## src/rtl/slice_stream_reader.sv

```systemverilog
// Streams one 30-bit driver word per driver_ready pop from slice RAM via a 2-entry prefetch FIFO.
// Latency: first ram_rd 1 cycle after position_sync; head word valid 3 cycles after position_sync.
// Backpressure: reads are issued only while FIFO + in-flight < 2, counting a same-cycle pop as free space.
module slice_stream_reader #(
  parameter int WORDS_PER_MUX = 432,
  parameter int NB_MUX        = 8,
  parameter int NB_SLICES     = 128,
  parameter int ADDR_W        = 21
) (
  input  logic              clk,
  input  logic              nrst,
  input  logic              position_sync,
  input  logic              bank_sel,
  input  logic              driver_ready,
  input  logic              column_ready,
  output logic              ram_rd,
  output logic [ADDR_W-1:0] ram_addr,
  input  logic [29:0]       ram_rdata,
  output logic [29:0]       framebuffer_dat,
  output logic [6:0]        slice_idx,
  output logic              underrun,
  output logic              misalign
);

  localparam int OFF_W = ADDR_W - 1;
  localparam int WRD_W = $clog2(WORDS_PER_MUX);
  localparam int MUX_W = (NB_MUX > 1) ? $clog2(NB_MUX) : 1;
  localparam int PC_W  = $clog2(WORDS_PER_MUX + 1) + 1;

  localparam logic [OFF_W-1:0] ROW_STEP   = OFF_W'(WORDS_PER_MUX);
  localparam logic [OFF_W-1:0] SLICE_STEP = OFF_W'(NB_MUX * WORDS_PER_MUX);
  localparam logic [WRD_W-1:0] LAST_WORD  = WRD_W'(WORDS_PER_MUX - 1);
  localparam logic [MUX_W-1:0] LAST_MUX   = MUX_W'(NB_MUX - 1);
  localparam logic [6:0]       LAST_SLICE = 7'(NB_SLICES - 1);
  localparam logic [PC_W-1:0]  ROW_POPS   = PC_W'(WORDS_PER_MUX);
  localparam logic [PC_W-1:0]  PC_MAX     = '1;

  localparam logic [1:0] S_IDLE = 2'd0;
  localparam logic [1:0] S_RUN  = 2'd1;
  localparam logic [1:0] S_DONE = 2'd2;

  logic [1:0]       r_state;
  logic             r_bank;
  logic             r_synced;
  logic [6:0]       r_slice_idx;
  logic [OFF_W-1:0] r_slice_base;
  logic [OFF_W-1:0] r_row_base;
  logic [MUX_W-1:0] r_mux;
  logic [WRD_W-1:0] r_rd_word;
  logic             r_row_end;
  logic [PC_W-1:0]  r_pop_cnt;
  logic [1:0]       r_cnt;
  logic [29:0]      r_q0;
  logic [29:0]      r_q1;
  logic             r_inflight;
  logic             r_underrun;
  logic             r_misalign;

  logic             w_col_ev;
  logic             w_flush;
  logic             w_pop;
  logic             w_underrun_ev;
  logic             w_wr;
  logic [1:0]       w_used;
  logic [PC_W-1:0]  w_pop_total;
  logic [6:0]       w_next_idx;
  logic [OFF_W-1:0] w_next_base;

  // Event decode: sync wins over column_ready and pops; column_ready only matters while streaming.
  always_comb begin
    w_col_ev      = column_ready && (r_state == S_RUN) && !position_sync;
    w_flush       = position_sync || w_col_ev;
    w_pop         = driver_ready && (r_cnt != 2'd0) && !position_sync;
    w_underrun_ev = driver_ready && (r_cnt == 2'd0) && !position_sync;
    w_wr          = r_inflight && !w_flush;
    w_used        = (r_cnt - {1'b0, w_pop}) + {1'b0, r_inflight};
    w_pop_total   = (r_pop_cnt == PC_MAX) ? PC_MAX : r_pop_cnt + PC_W'(w_pop);
    if (!r_synced) begin
      w_next_idx  = r_slice_idx;
      w_next_base = r_slice_base;
    end else if (r_slice_idx == LAST_SLICE) begin
      w_next_idx  = 7'd0;
      w_next_base = '0;
    end else begin
      w_next_idx  = r_slice_idx + 7'd1;
      w_next_base = r_slice_base + SLICE_STEP;
    end
  end

  assign ram_rd          = (r_state == S_RUN) && !r_row_end && !w_flush && (w_used < 2'd2);
  assign ram_addr        = {r_bank, r_row_base + OFF_W'(r_rd_word)};
  assign framebuffer_dat = (r_cnt != 2'd0) ? r_q0 : 30'd0;
  assign slice_idx       = r_slice_idx;
  assign underrun        = r_underrun;
  assign misalign        = r_misalign;

  // Sequencing: slice/row accumulators, read pointer and per-row pop count.
  always_ff @(posedge clk or negedge nrst) begin
    if (!nrst) begin
      r_state      <= S_IDLE;
      r_bank       <= 1'b0;
      r_synced     <= 1'b0;
      r_slice_idx  <= 7'd0;
      r_slice_base <= '0;
      r_row_base   <= '0;
      r_mux        <= '0;
      r_rd_word    <= '0;
      r_row_end    <= 1'b0;
      r_pop_cnt    <= '0;
    end else if (position_sync) begin
      r_state      <= S_RUN;
      r_bank       <= bank_sel;
      r_synced     <= 1'b1;
      r_slice_idx  <= w_next_idx;
      r_slice_base <= w_next_base;
      r_row_base   <= w_next_base;
      r_mux        <= '0;
      r_rd_word    <= '0;
      r_row_end    <= 1'b0;
      r_pop_cnt    <= '0;
    end else if (w_col_ev) begin
      r_rd_word <= '0;
      r_row_end <= 1'b0;
      r_pop_cnt <= '0;
      if (r_mux == LAST_MUX) begin
        r_state <= S_DONE;
      end else begin
        r_mux      <= r_mux + MUX_W'(1);
        r_row_base <= r_row_base + ROW_STEP;
      end
    end else begin
      if (ram_rd) begin
        if (r_rd_word == LAST_WORD) r_row_end <= 1'b1;
        else                        r_rd_word <= r_rd_word + WRD_W'(1);
      end
      if (w_pop && (r_pop_cnt != PC_MAX)) r_pop_cnt <= r_pop_cnt + PC_W'(1);
    end
  end

  // Prefetch FIFO: head in r_q0, RAM return written one cycle after its read, dropped on flush.
  always_ff @(posedge clk or negedge nrst) begin
    if (!nrst) begin
      r_cnt      <= 2'd0;
      r_q0       <= 30'd0;
      r_q1       <= 30'd0;
      r_inflight <= 1'b0;
    end else begin
      r_inflight <= ram_rd;
      if (w_flush) begin
        r_cnt <= 2'd0;
      end else begin
        case ({w_wr, w_pop})
          2'b10: begin
            if (r_cnt == 2'd0) r_q0 <= ram_rdata;
            else               r_q1 <= ram_rdata;
            r_cnt <= r_cnt + 2'd1;
          end
          2'b01: begin
            r_q0  <= r_q1;
            r_cnt <= r_cnt - 2'd1;
          end
          2'b11: begin
            if (r_cnt == 2'd1) begin
              r_q0 <= ram_rdata;
            end else begin
              r_q0 <= r_q1;
              r_q1 <= ram_rdata;
            end
          end
          default: ;
        endcase
      end
    end
  end

  // Sticky error flags, cleared only by reset.
  always_ff @(posedge clk or negedge nrst) begin
    if (!nrst) begin
      r_underrun <= 1'b0;
      r_misalign <= 1'b0;
    end else begin
      if (w_underrun_ev) r_underrun <= 1'b1;
      if (w_col_ev && (w_pop_total != ROW_POPS)) r_misalign <= 1'b1;
    end
  end

endmodule

```

## config.mk

```make
export PLATFORM = sky130hd
export DESIGN_NAME = slice_stream_reader
export DESIGN_NICKNAME = d
export VERILOG_FILES = /design/src/rtl/slice_stream_reader.sv
export SDC_FILE = /design/constraint.sdc
export NUM_CORES = 1
export LEC_CHECK = 0
export CAP_MARGIN = 15
export CORE_ASPECT_RATIO = 1.75
export CORE_UTILIZATION = 40
export DETAILED_ROUTE_END_ITERATION = 10
export HOLD_SLACK_MARGIN = 0.08
export PLACE_DENSITY = 0.68
export SYNTH_ARGS = -nofsm -noshare
export SYNTH_HDL_FRONTEND = slang
export SYNTH_SLANG_ARGS = --single-unit
```

## constraint.sdc

```tcl
create_clock -name clk -period 5.9 [get_ports clk]
set_input_delay 1.475 -clock clk [delete_from_list [all_inputs] [get_ports clk]]
set_output_delay 1.475 -clock clk [all_outputs]
set_load 0.01 [all_outputs]
```

# After elaboration in Yosys (flattened, before gate mapping)
# Index checks and enable logic that the tools add are counted.
# totals
word_cells	112
in_bits	36
ff_bits	139
output_inout_bits	61
# op_classes
addsub	12
mux	33
n_eq_ne	16
order_cmp	1
reduce_logical	33
bitwise	1
# op_table
operator	count
two-way mux 30 bit	5
two-way mux 20 bit	5
one-hot mux 30 bit (3 select lines)	1
one-hot mux 30 bit (2 select lines)	1
two-way mux 10 bit	4
two-way mux 9 bit	4
adder 20 x 12 -> 20 bit, second input constant	1
adder 20 x 9 -> 20 bit	1
adder 20 x 9 -> 20 bit, second input constant	1
nonzero test 3 bit	5
logical AND 1 bit	12
adder 10 x 1 -> 10 bit	1
adder 10 x 1 -> 10 bit, second input constant	1
equality test 10 bit, second input constant	1
inequality test 10 bit, second input constant	1
inequality test 10 x 9 -> 1 bit, second input constant	1
AND reduction 2 bit	5
adder 9 x 1 -> 9 bit, second input constant	1
equality test 9 bit, second input constant	1
two-way mux 3 bit	3
two-way mux 2 bit	4
inequality test 2 bit, second input constant	4
nonzero test 2 bit	4
adder 7 x 1 -> 7 bit, second input constant	1
20 further kinds	28

# Depth between registers and ports, before layout
# Gate-level depths: netlist of run 1.
# depth
depth_word	10
mapped_depth	11
mapped_depth_nobuf	11

# Least setup slack after synthesis of run 1
# Ideal clock, no wire load.
# synth_path
path_type	input to output
startpoint	input position_sync
endpoint	output ram_rd
slack_ns	1.472
cell_stages	6
n_path_buf	0
t_required_ns	4.425
arrival_ns	2.953
cell_sequence	or3b_1 > inv_1 > ha_1 > nor2b_1 > xnor2_4 > and2_1
# synth_via
elab_chain_len	6
elab_cells_between_ends	10
classes_between	add/sub (2); order compare (1); reduce/logical (7)
# synth_lines
element	line_no	source
from (decl)	12	input logic position_sync,
logical NOT 1 bit	71, 73	
logical AND 1 bit, on equally long branches	73, 71	
subtractor 2 x 1 -> 2 bit / logical OR 1 bit (equally long branches)	76, 72	
adder 2 x 1 -> 2 bit / logical NOT 1 bit (equally long branches)	76, 90	
< comparator 2 bit / logical AND 1 bit (equally long branches)	90	assign ram_rd = (r_state == S_RUN) && !r_row_end && !w_flush && (w_used < 2'd2);
logical AND 1 bit *	90	
to (decl)	16	output logic ram_rd,
# Every way passes the cells marked *; elsewhere a longest branch is shown, timed or not.

# Worst setup path in the final report of run 1
# layout_path
startpoint	input driver_ready
endpoint	output ram_rd
# layout_via
elab_chain_len	6
# layout_lines
element	line_no	source
from (decl)	14	input logic driver_ready,
logical AND 1 bit (2 in a row)	73	w_pop = driver_ready && (r_cnt != 2'd0) && !position_sync;
subtractor 2 x 1 -> 2 bit	76	w_used = (r_cnt - {1'b0, w_pop}) + {1'b0, r_inflight};
adder 2 x 1 -> 2 bit	76	
< comparator 2 bit	90	
logical AND 1 bit	90	
# Every way passes these cells.

==> results of run 1 <==
## sequential cells by signal (all words and copies together) (netlist names), 2 cells and up
name          count
slice_idx         7
r_row_base       20
r_state           2
r_rd_word         9
r_cnt             2
r_slice_base     20
r_mux             3
r_q0             30
r_pop_cnt        10
r_q1             30
## cells in the final DEF (no fill, tap or decap), types with 32 or more instances in the layout
cell type,instances
mux2_2,32
dfrtp_1,139
clkdlybuf4s50_1,95
o21ai_0,37
mux2i_1,35
a21oi_1,61
nor2b_1,43
nor2_1,81
xor2_1,34
nand2_1,43
## final cells by class
class | instances | area (sq um) | area share, %
Multi-Input combinational cell | 551 | 3740 | 40.7
Sequential cell | 139 | 3480 | 37.8
Timing Repair Buffer | 106 | 1040 | 11.3
Tap cell | 234 | 293 | 3.19
Clock buffer | 21 | 470 | 5.12
Clock inverter | 10 | 116 | 1.27
Inverter | 15 | 56.3 | 0.613
## kinds of logic after synthesis
group	Yosys count	share of synthesized area (%)
xor gates and xnor gates	58	7.08
and+or+nand+nor	255	17.6
DFF	139	46.8
buffers and inverters	51	3.11
adders and majority gates	22	3.80
muxes	67	9.55
AOI/OAI and AO/OA	149	12.0
## synthesized netlist by cell type, drive strengths merged (8+ instances only)
| master | n | area, sq um |
|---|---|---|
| mux2i | 35 | 350 |
| buf | 17 | 104 |
| xnor2 | 24 | 229 |
| nand2b | 8 | 50.1 |
| inv | 15 | 56.3 |
| ha | 21 | 263 |
| xor2 | 34 | 298 |
| nand2 | 43 | 161 |
| o31ai | 8 | 65.1 |
| nor2b | 43 | 269 |
| nand3 | 30 | 163 |
| dfrtp | 139 | 3480 |
| a21oi | 62 | 310 |
| nand4 | 11 | 68.8 |
| mux2 | 32 | 360 |
| a31oi | 9 | 86.3 |
| nor3 | 8 | 40.0 |
| clkbuf | 19 | 71.3 |
| nor2 | 81 | 304 |
| o21ai | 38 | 190 |
## metrics by stage
step                util, %  hold WS (ns)  area [sq um]  setup slack, ns
floorplan                 -         0.442          7440             1.47
global placement       47.4         0.452          8600            0.338
detailed placement     47.4         0.454          8600            0.281
CTS                    50.7         0.466          9190            0.280
global route           50.7         0.495          9190            0.120
finish                 50.7         0.463          9190            0.300
## worst max-delay path: cells and delay by family
family,cells,cell delay [ns]
adder cells (fa/ha/maj),1,0.18
XOR/XNOR,2,0.56
AND/OR/NAND/NOR,2,0.68
buffers and inverters,3,1.23
## metal layers
metal | share of wire [%] | global-route usage [%] | up-vias
met3 | 2.1 | 2.75 | 14
met4 | 1.6 | 6.54 | 0
met5 | 0 | 0 | -
li1 | - | - | 2779
met1 | 40 | 19.6 | 2793
met2 | 56 | 36.2 | 97
## power by group through the flow
| stage | logic, uW | registers, uW | clock network [uW] |
|---|---|---|---|
| detailed placement | 664 | 1280 | 0 |
| CTS | 666 | 1270 | 1090 |
| global route | 733 | 1290 | 1120 |
| finish | 658 | 1270 | 1060 |
| global placement | 649 | 1280 | 0 |
| floorplan | 437 | 1240 | 0 |
## worst min path at each step
stage,end,slack [ns],depth (start not counted)
2_1_floorplan,r_row_base[4],0.44,2
3_3_place_gp,underrun,0.45,1
3_5_place_dp,underrun,0.45,1
4_1_cts,underrun,0.47,1
5_1_grt,underrun,0.49,1
6_report,underrun,0.46,1
==> flow_metrics.py, run 1 <==
metrics = {
    "final_layout": {
        "num-nets-final": 888,
        "syn_to_final_growth_pct": 23.6,
        "final_cells": 1076,
        "diodes": 0,
        "layout-drive-gt1-share_pct": 10.3,
        "nFillCells": 1675,
    },
    "power": {
        "power_density_nw_per_um2": 325,
        "internal_power_uw": 2120,
        "seqPwrFrac_pct": 42.6,
        "p_sw_share_pct": 29.1,
        "p_leak_uw": 0.00388,
        "peakVddDrop_mv": 0.147,
        "combPwrFrac_pct": 22.0,
        "clkPwrFrac_pct": 35.4,
        "p_switching_uw": 868,
        "p_total_uw": 2980,
    },
    "die": {
        "die_h_um": 182,
        "start_util_pct": 41.0,
        "rows": 65,
        "core_area_sq_um": 18100,
        "die-area_sq_um": 19200,
        "io_pins": 97,
        "die-width_um": 105,
    },
    "timing": {
        "relSlewSlack_pct": 24.2,
        "fin_crit_sh_pct": 94.9,
        "clock.fmax_mhz": 179,
        "finalClockSkew_ns": 0.00856,
        "finalSetupViolations": 0,
        "slew_violations": 0,
        "rsz0062_at_grt": "no",
        "finalHoldViolations": 0,
        "fin_tns_setup_ns": 0,
        "fin_crit_ns": 5.60,
        "worst_slew_pin_slew_ns": 1.14,
    },
    "setup_path": {
        "slowest_delay_ns": 0.56,
        "reg2reg_to": "r_rd_word[6]",
        "r2r_start": "r_cnt[0]",
        "crit_chain": "clkdlybuf4s50_1 > or3b_1 > inv_1 > ha_1 > xor2_1 > xnor2_4 > and2_1 > clkdlybuf4s50_1",
        "cp-end-kind": "output pin",
        "ff2ff_setup_slack_ns": 3.11,
        "timing.critical_path.mode_cell": "clkdlybuf4s50_1",
        "arrival_ns": 4.12,
        "startpoint": "driver_ready",
        "worst-setup-path-type": "input port to output pin",
        "r2r_cells": 10,
        "slowest_stage": "clkdlybuf4s50_1",
        "worstSetupStartpointType": "input port",
        "crit_required_ns": 4.43,
        "critPathMaxFanout": 6,
        "endpoint": "ram_rd",
    },
    "yosys": {
        "syn-instance-count": 741,
        "ys_warn_count": 0,
        "syn_avg_cell_area_sq_um": 10.0,
        "synth.yosys.seq_area_share_pct": 46.8,
        "synthesis.area_sq_um": 7440,
        "ys_ff_latch": 139,
        "synth_edf_count": 0,
        "synth_ff_type": "dfrtp_1",
        "synth_cell_types": 58,
        "syn_nets": 799,
        "synth-async-reset-ratio_pct": 100,
    },
    "route": {
        "postRouteAntennaNets": 0,
        "drcViolationCount": 0,
        "first_pass_iters": 5,
        "wire_per_inst_um": 15.5,
        "vias": 5683,
        "wirelength_um": 16600,
        "drtIter0Drc": 256,
        "vias_per_cell": 5.28,
    },
    "global_routing": {
        "grt.overflow.total": 0,
        "grt_max_degree": 95,
        "antenna_found_initial": 0,
        "grtUsageTotal_pct": 18.4,
        "grt_pass1_vias": 5758,
        "grt_pass1_wl_um": 28000,
    },
    "min_path": {
        "min_from": "underrun",
        "hold_class": "register to register",
    },
    "run": {
        "cap_violations": 0,
    },
    "clock_tree": {
        "clkSlewWorstSetupHoldPaths_ns": 0.05,
        "clock_latency_ns": 0.41,
        "numCtsBuffers": 17,
        "cts.htree.levels": 4,
        "cts-hold-fix-buffers": 0,
        "cts_tree": "built",
        "cts-resized-gates": 0,
        "post_cts_buffers": 0,
        "cts_num_sinks": 139,
        "cts.path.max_buffers": 2,
        "root_buffer": "clkbuf_16",
    },
    "placement": {
        "hpwl_um": 11700,
        "port_buffers": 96,
        "gp_congestion": 0.795,
        "placed_cells": 1045,
    },
    "run_status": {
        "outcome": "complete, no violations",
    },
}
No activity file was read; power rests on OpenSTA's default activity.
==> run 2, diff against run 1 <==
--- a/config.mk
+++ b/config.mk
@@ -11,6 +11,7 @@
 export DETAILED_ROUTE_END_ITERATION = 10
 export HOLD_SLACK_MARGIN = 0.08
 export PLACE_DENSITY = 0.68
+export SETUP_SLACK_MARGIN = 0.05
 export SYNTH_ARGS = -nofsm -noshare
 export SYNTH_HDL_FRONTEND = slang
 export SYNTH_SLANG_ARGS = --single-unit
==> results of run 2 <==
The final DEF is identical to that of run 1; final timing and power are the same.
